===== config.mk =====
export PLATFORM = sky130hd
export DESIGN_NAME = udp_payload_ctrl
export DESIGN_NICKNAME = d
export VERILOG_FILES = /design/src/rtl/udp_pkg.sv /design/src/rtl/udp_payload_ctrl.sv
export SDC_FILE = /design/constraint.sdc
export NUM_CORES = 1
export LEC_CHECK = 0
export CORE_ASPECT_RATIO = 1.75
export CORE_MARGIN = 2
export CORE_UTILIZATION = 35
export CTS_BUF_LIST = sky130_fd_sc_hd__clkbuf_8
export DETAILED_ROUTE_END_ITERATION = 10
export GPL_TIMING_DRIVEN = 1
export SLEW_MARGIN = 20
export SYNTH_ARGS = -nofsm -noshare
export SYNTH_HDL_FRONTEND = slang
export SYNTH_SLANG_ARGS = --single-unit

===== constraint.sdc =====
create_clock -name clk -period 2.08 [get_ports clk]
set_input_delay 0.624 -clock clk [delete_from_list [all_inputs] [get_ports clk]]
set_output_delay 0.624 -clock clk [all_outputs]
set_load 0.02 [all_outputs]

===== src/rtl/udp_pkg.sv =====
// Shared definitions for the UDP frame builder payload path.
package udp_pkg;

    localparam int PAYLOAD_LEN_W = 16;
    localparam int RNG_W         = 16;

    typedef enum logic [2:0] {
        ST_IDLE,
        ST_FETCH,
        ST_WAIT,
        ST_SEND_HI,
        ST_SEND_LO
    } payload_state_t;

endpackage


===== src/rtl/udp_payload_ctrl.sv =====
// Payload sequencer: fetches 16-bit RNG samples and streams them MSB byte first
// on a valid/ready byte stream of programmable length.
module udp_payload_ctrl
    import udp_pkg::*;
#(
    parameter int LEN_W = PAYLOAD_LEN_W
) (
    input  logic             clk,
    input  logic             rst_n,
    input  logic             start,
    input  logic [LEN_W-1:0] payload_len,
    output logic             rng_enable,
    input  logic [RNG_W-1:0] rng_sample,
    input  logic             rng_valid,
    output logic [7:0]       m_tdata,
    output logic             m_tvalid,
    input  logic             m_tready,
    output logic             m_tlast,
    output logic             busy,
    output logic             done
);

    localparam logic [LEN_W-1:0] ONE = LEN_W'(1);

    payload_state_t   state_q, state_d;
    logic [LEN_W-1:0] remaining_q, remaining_d;
    logic [RNG_W-1:0] hold_q, hold_d;
    logic             done_q, done_d;
    logic             last_byte;

    // Byte counter saturates at zero so an oversized length can never wrap.
    function automatic logic [LEN_W-1:0] sat_dec(input logic [LEN_W-1:0] v);
        return (v == '0) ? '0 : v - ONE;
    endfunction

    assign last_byte  = (remaining_q <= ONE);
    assign rng_enable = (state_q == ST_FETCH);
    assign m_tvalid   = (state_q == ST_SEND_HI) || (state_q == ST_SEND_LO);
    assign m_tlast    = m_tvalid && (remaining_q == ONE);
    assign busy       = (state_q != ST_IDLE);
    assign done       = done_q;

    always_comb begin
        m_tdata = 8'h00;
        case (state_q)
            ST_SEND_HI: m_tdata = hold_q[RNG_W-1 -: 8];
            ST_SEND_LO: m_tdata = hold_q[7:0];
            default:    m_tdata = 8'h00;
        endcase
    end

    always_comb begin
        state_d     = state_q;
        remaining_d = remaining_q;
        hold_d      = hold_q;
        done_d      = 1'b0;
        case (state_q)
            ST_IDLE: begin
                if (start) begin
                    if (payload_len != '0) begin
                        remaining_d = payload_len;
                        state_d     = ST_FETCH;
                    end else begin
                        done_d = 1'b1;
                    end
                end
            end
            ST_FETCH: state_d = ST_WAIT;
            ST_WAIT: begin
                if (rng_valid) begin
                    hold_d  = rng_sample;
                    state_d = ST_SEND_HI;
                end
            end
            ST_SEND_HI: begin
                if (m_tready) begin
                    remaining_d = sat_dec(remaining_q);
                    if (last_byte) begin
                        state_d = ST_IDLE;
                        done_d  = 1'b1;
                    end else begin
                        state_d = ST_SEND_LO;
                    end
                end
            end
            ST_SEND_LO: begin
                if (m_tready) begin
                    remaining_d = sat_dec(remaining_q);
                    if (last_byte) begin
                        state_d = ST_IDLE;
                        done_d  = 1'b1;
                    end else begin
                        state_d = ST_FETCH;
                    end
                end
            end
            default: state_d = ST_IDLE;
        endcase
    end

    always_ff @(posedge clk) begin
        if (!rst_n) begin
            state_q     <= ST_IDLE;
            remaining_q <= '0;
            hold_q      <= '0;
            done_q      <= 1'b0;
        end else begin
            state_q     <= state_d;
            remaining_q <= remaining_d;
            hold_q      <= hold_d;
            done_q      <= done_d;
        end
    end

endmodule


==> impl_results.md <==
* Status: finished with violations
* Violated checks: setup timing
* Fin Setup TNS at -0.00462 ns
* Worst path cell trace: nor4_4 -> nand2_2 -> nor3_2 -> buf_4
* CP max stage delay at 0.34 ns
* Synth async-reset ratio at 0%
* Post-route ant nets at 0
* Final setup violation count at 1
* F_max at 0.480 GHz
* Via Count at 2,385
* Max Cap Violations at 0
* Cts hold-fix bufs at 0
* Max FO, Critical Path at 2
* I/O Buffers at 49
* Root buffer cell: clkbuf_8
* Synth unique cells at 62
* Cell Pwr Density at 594 mW/mm2
* Critical path depth at 4
* Most frequent cells in the layout: buf_4, nand2_1, dfxtp_1, clkdlybuf4s50_1, nor2_1
* Syn_area_per_cell at 8.12 um2
* Critical path's top delay family: simple AND/OR/NAND/NOR gates
* Fin. max-slew vios at 0
* Most used DFF post-synth: dfxtp_1
* Util after Layout at 55.1%
* Number of synthesized register bits at 36
* RR Startpoint: remaining_q[15]
* Die width at 63.7 um
* Register area share after synthesis at 33.0%
* Worst Max-Slew Pin Slew at 0.389 ns
* M1 WL at 2400 um
* TritonCTS clock tree: done
* First-iteration detailed-routing DRC count at 92
* Start point of the critical path: remaining_q[15]
* # diodes at 0
* Nets at 415
* CP max stage cell: dfxtp_1
* Met3 WL post-DR at 276 um
* Fillers at 612
* Total congestion overflow at 0
* CP Capture Type: output port
* First-pass GRT wire length at 11,200 um
* Sink Count at 36
* Starting Density at 35.6%
* Hold Path Origin: hold_q[5]
* Vias/cell at 5.23
* WS Path Type: reg -> out
* Drt pass-1 iters at 4
* Commonest non-fill, non-tap cell in the layout: buf_4
* Arrival time worst endpoint at 1.46 ns
* CTS buffer count at 5
* RSZ-0062 raised after global routing: yes
* Remaining DRCs at 0
* I/O pin total at 50
* Critical R2R Capture: state_q[0]
* Max-Slew Margin vs Limit at 73.9%
* Vias in the first global route at 2,423
* CTS max path bufs at 2
* H-tree levels at 2
* Die ar. at 0.00691 mm2
* P&R area growth vs syn at 54.7%
* Setup slack after layout at -0.00462 ns
* Final Hold Viols at 0
* HP Class: reg -> reg
* FP Rows at 38
* Clock Latency Late Sink at 0.30 ns
* Hpwl dp at 5180 um
* Fin crit share at 100%
* Syn Nets at 308
* Worst-path clk slew at 0.08 ns
* Worst hold stages at 2
* Number of synthesized flops with an enable pin at 0
* DR top layer: met4
* GRT Overall Usage at 21.0%
* WL per Instance at 14.8 um
* Die Ht at 108 um
* Syn. warnings at 0
* Largest net degree at the start of global routing at 45
* Setup skew after layout at 0.00818 ns
* Worst EP required at 1.46 ns
* Synthesized area at 0.00218 mm2
* Hold Path End: hold_q[5]
* DRT Wirelength at 6770 um
* Share of cells above drive strength 1 at 31.4%
* Final GP Congestion at 0.961
* Initial antenna violation count at 0
* DR WL met2 at 3810 um
* Synth Instances at 269
* R2R setup slack at 0.08 ns
* Worst hold slack at 0.459 ns
* VDD IR max at 0.354 mV
* Final Critical Period at 2.08 ns
* R2R cell count at 7
* P_leak at 0.00145 uW
* CORE AREA at 0.00613 mm2
* Critical path startpoint category: flip-flop
* Crit path buffers/inverters at 1
* Pre-CTS setup slack at -0.426 ns
==> per-layer routing <==
metal	global-route usage, %	vias up
li1	-	1193
met1	20.7	1097
met2	40.8	78
met3	2.81	17
met4	12.1	0
met5	0	-
==> worst max-delay path by stage <==
stage | end | slack, ns
final | m_tlast | -0.005
after CTS | m_tlast | 0.003
after floorplan | m_tlast | 0.09
after detailed placement | remaining_q[8] | -0.43
after global routing | m_tlast | -0.06
after global placement | remaining_q[8] | -0.36
==> through the flow <==
stage | area (um2) | power (uW) | std cells
detailed placement | 3170 | 1500 | 444
floorplan | 2190 | 1160 | 269
global placement | 3170 | 1490 | 444
CTS | 3260 | 2000 | 453
global route | 3380 | 2130 | 456
finish | 3380 | 2010 | 456
==> synth_stat cells, types with 5 or more instances <==
master    instances  area [um2]
nand2_1          55         206
dfxtp_1          36         721
nor2_1           16        60.1
a21boi_0         15         113
a21oi_1          13        65.1
o21ai_0          12        60.1
clkbuf_1          9        33.8
a22o_1            8        70.1
buf_2             5        25.0
inv_1             5        18.8
nand3_1           5        25.0
nor3_1            5        25.0
nor4_1            5        31.3
o21a_1            5        37.5
or3_1             5        31.3
==> cell type report <==
type                    instances  area [um2]  share of cell area (%)
multi-input cells             209        1410                    41.8
repair buffers                118        1040                    30.8
flip-flops and latches         36         726                    21.5
well taps                      80         100                    2.96
clock buffers                   5        68.8                    2.04
inverters                       6        22.5                   0.667
clock inverters                 2        8.76                   0.259
==> report_power, final <==
group | switching (uW) | internal, uW | leakage, uW
sequential | 38.3 | 738 | 0.000296
clock | 260 | 223 | 0.0000452
combinational | 365 | 383 | 0.00111
==> cells by family (layout without fill, tap and decap cells) <==
logic type      after synthesis  count (layout)  synth area share [%]
buf+inv                      25             131                  5.96
mux                           1               1                 0.458
xor+xnor                      2               2                 0.802
flops                        36              36                  33.0
simple gates                120             120                  31.0
fa+ha+maj                     2               2                  1.15
compound gates               83              84                  27.6
==> sequential cells by signal, indices dropped and copies added, names as in the netlist <==
register     cells
hold_q          16
remaining_q     16
done             1
state_q          3
==> timing repair <==
item,in CTS,in global routing
gates cloned,1,0
resized for setup,62,34
pin swaps,10,17
buffers inserted,1,3
endpoints found under the setup margin,30,30
==> worst min-delay path, delay by kind of cell (launching register included) <==
kind | cells | cell delay, ns
simple gates | 1 | 0.05
compound gates | 1 | 0.05
flops | 1 | 0.31
(Power assumes the default switching activity.)
==> edit, RTL diff (same settings) <==
Set the package constant `RNG_W` to 18 (it was 16).
--- a/src/rtl/udp_pkg.sv
+++ b/src/rtl/udp_pkg.sv
@@ -4,3 +4,3 @@
     localparam int PAYLOAD_LEN_W = 16;
-    localparam int RNG_W         = 16;
+    localparam int RNG_W         = 18;
 
Interface: changed (resized rng_sample); port bits go from 50 to 52. No check against the original RTL was run, so the function may have changed too.
==> edit against the unedited design <==
The run still ends with setup timing left. Cell area about the same. Synthesized area down 0.17%. Non-clock buffer count down 1. Count of clock-buffer cells in the layout up 2. Total power up 6.1%. Clock power up 13%. Worst setup slack worse by 0.19 ns. Clock skew up 0.0028 ns. Sequential cell count unchanged. Wire length up 8.4%. Highest routed layer unchanged. Via count up 7.2%. Global-route usage up 1.7 points.
==> edit: results (changes against the unedited design) <==
Rel. slew slack 74.4% (+0.54 points); Netlist cell types 52 (-16%); detailed-route vias per instance 5.48 (+4.7%); Vias 2,557 (+7.2%); leading post-synthesis cells by cell area dfxtp_1, nand2_1, a21boi_0; Fill cells 591 (-3.4%); Pleak 1.40 nW (-3.7%); DR WL met2 4000 microns (+5.2%); Worst Hold Launch hold_q[17]; post-synthesis adder-cell area fraction 1.15% (+0.0020 points); violated checks setup timing; status finished, violations left; syn nets 325 (+5.5%); post-route setup slack -0.197 ns (-0.192 ns); CP startpoint remaining_q[4]; peak supply drop 340 uV (-3.8%); share of layout cells above drive strength 1 29.7% (-1.7 points); met1 usage 22.5% (+1.8 points); drt initial violations 158 (+72%); WL/cell 15.7 microns (+5.8%); slowest stage delay, CP 0.57 ns (+0.23 ns); routability cong. 0.868 (-9.7%); DP Wirelength 5260 microns (+1.7%); first-pass GRT wire length 12,200 microns (+9.0%); Met3 Routed Length 319 microns (+16%); Arr. time, crit path 1.65 ns (+0.19 ns); Total GRT Usage 22.7% (+1.7 points); Clock Skew 0.0110 ns (+0.00279 ns); complex-gate fraction of the synthesized area 27.0% (-0.58 points); Post-DP Area 3150 sq um (-0.59%); Global Route met2 Usage 43.8% (+3.0 points); post-cts sizing count 71 (+15%); Placed Instances 451 (+1.6%); WL met1 2650 microns (+11%); sequential-to-total area share from yosys stat 33.1% (+0.057 points); met3 Use GR 3.75% (+0.94 points); final setup violation count 1 (unchanged); CP max stage cell or4_4
[edit: cell types whose count changed after synthesis, moves of 3 or more]
| cell | delta |
|---|---|
| or3_1 | -3 |
| o21a_1 | -5 |
| o211a_1 | -3 |
| a21oi_1 | +4 |
| clkbuf_1 | +4 |
| nand2_1 | +11 |
| nand4_1 | +5 |
| o2bb2ai_1 | +3 |
[edit: where the power goes]
part	total [mW]	internal [mW]	leakage, nW	switching, mW
combinational	0.816	0.393	1.06	0.423
sequential	0.769	0.737	0.295	0.0320
clock	0.545	0.295	0.0503	0.250
[edit: layout make-up]
type / count / area [sq um] / area share (%)
tap: 80 / 100 / 2.96
clock buffer: 7 / 96.3 / 2.85
multi-input combinational: 222 / 1430 / 42.4
sequential: 36 / 723 / 21.4
timing repair buffer: 117 / 1010 / 29.8
inverter: 5 / 18.8 / 0.555
[edit: through the flow]
step / setup WS [ns] / power [mW] / hold slack [ns]
finish: -0.197 / 2.13 / 0.461
global route: -0.270 / 2.24 / 0.497
CTS: -0.206 / 2.13 / 0.466
detailed placement: -0.531 / 1.55 / 0.459
global placement: -0.499 / 1.54 / 0.450
floorplan: 0.000667 / 1.20 / 0.443
[edit: final timing paths]
check | endpoint | cells after the start
worst max-delay path | m_tlast | 5
worst min-delay path | hold_q[17] | 2
worst max register to register | remaining_q[12] | 8
worst min register to register | hold_q[17] | 2
[edit: logic make-up (layout without fill, tap and decap cells)]
| logic type | Yosys count | in the layout |
|---|---|---|
| adder cells (fa/ha/maj) | 2 | 2 |
| XOR/XNOR | 1 | 1 |
| buffers and inverters | 27 | 129 |
| flip-flops | 36 | 36 |
| AND/OR/NAND/NOR | 135 | 135 |
| AO/OA/AOI/OAI | 83 | 84 |
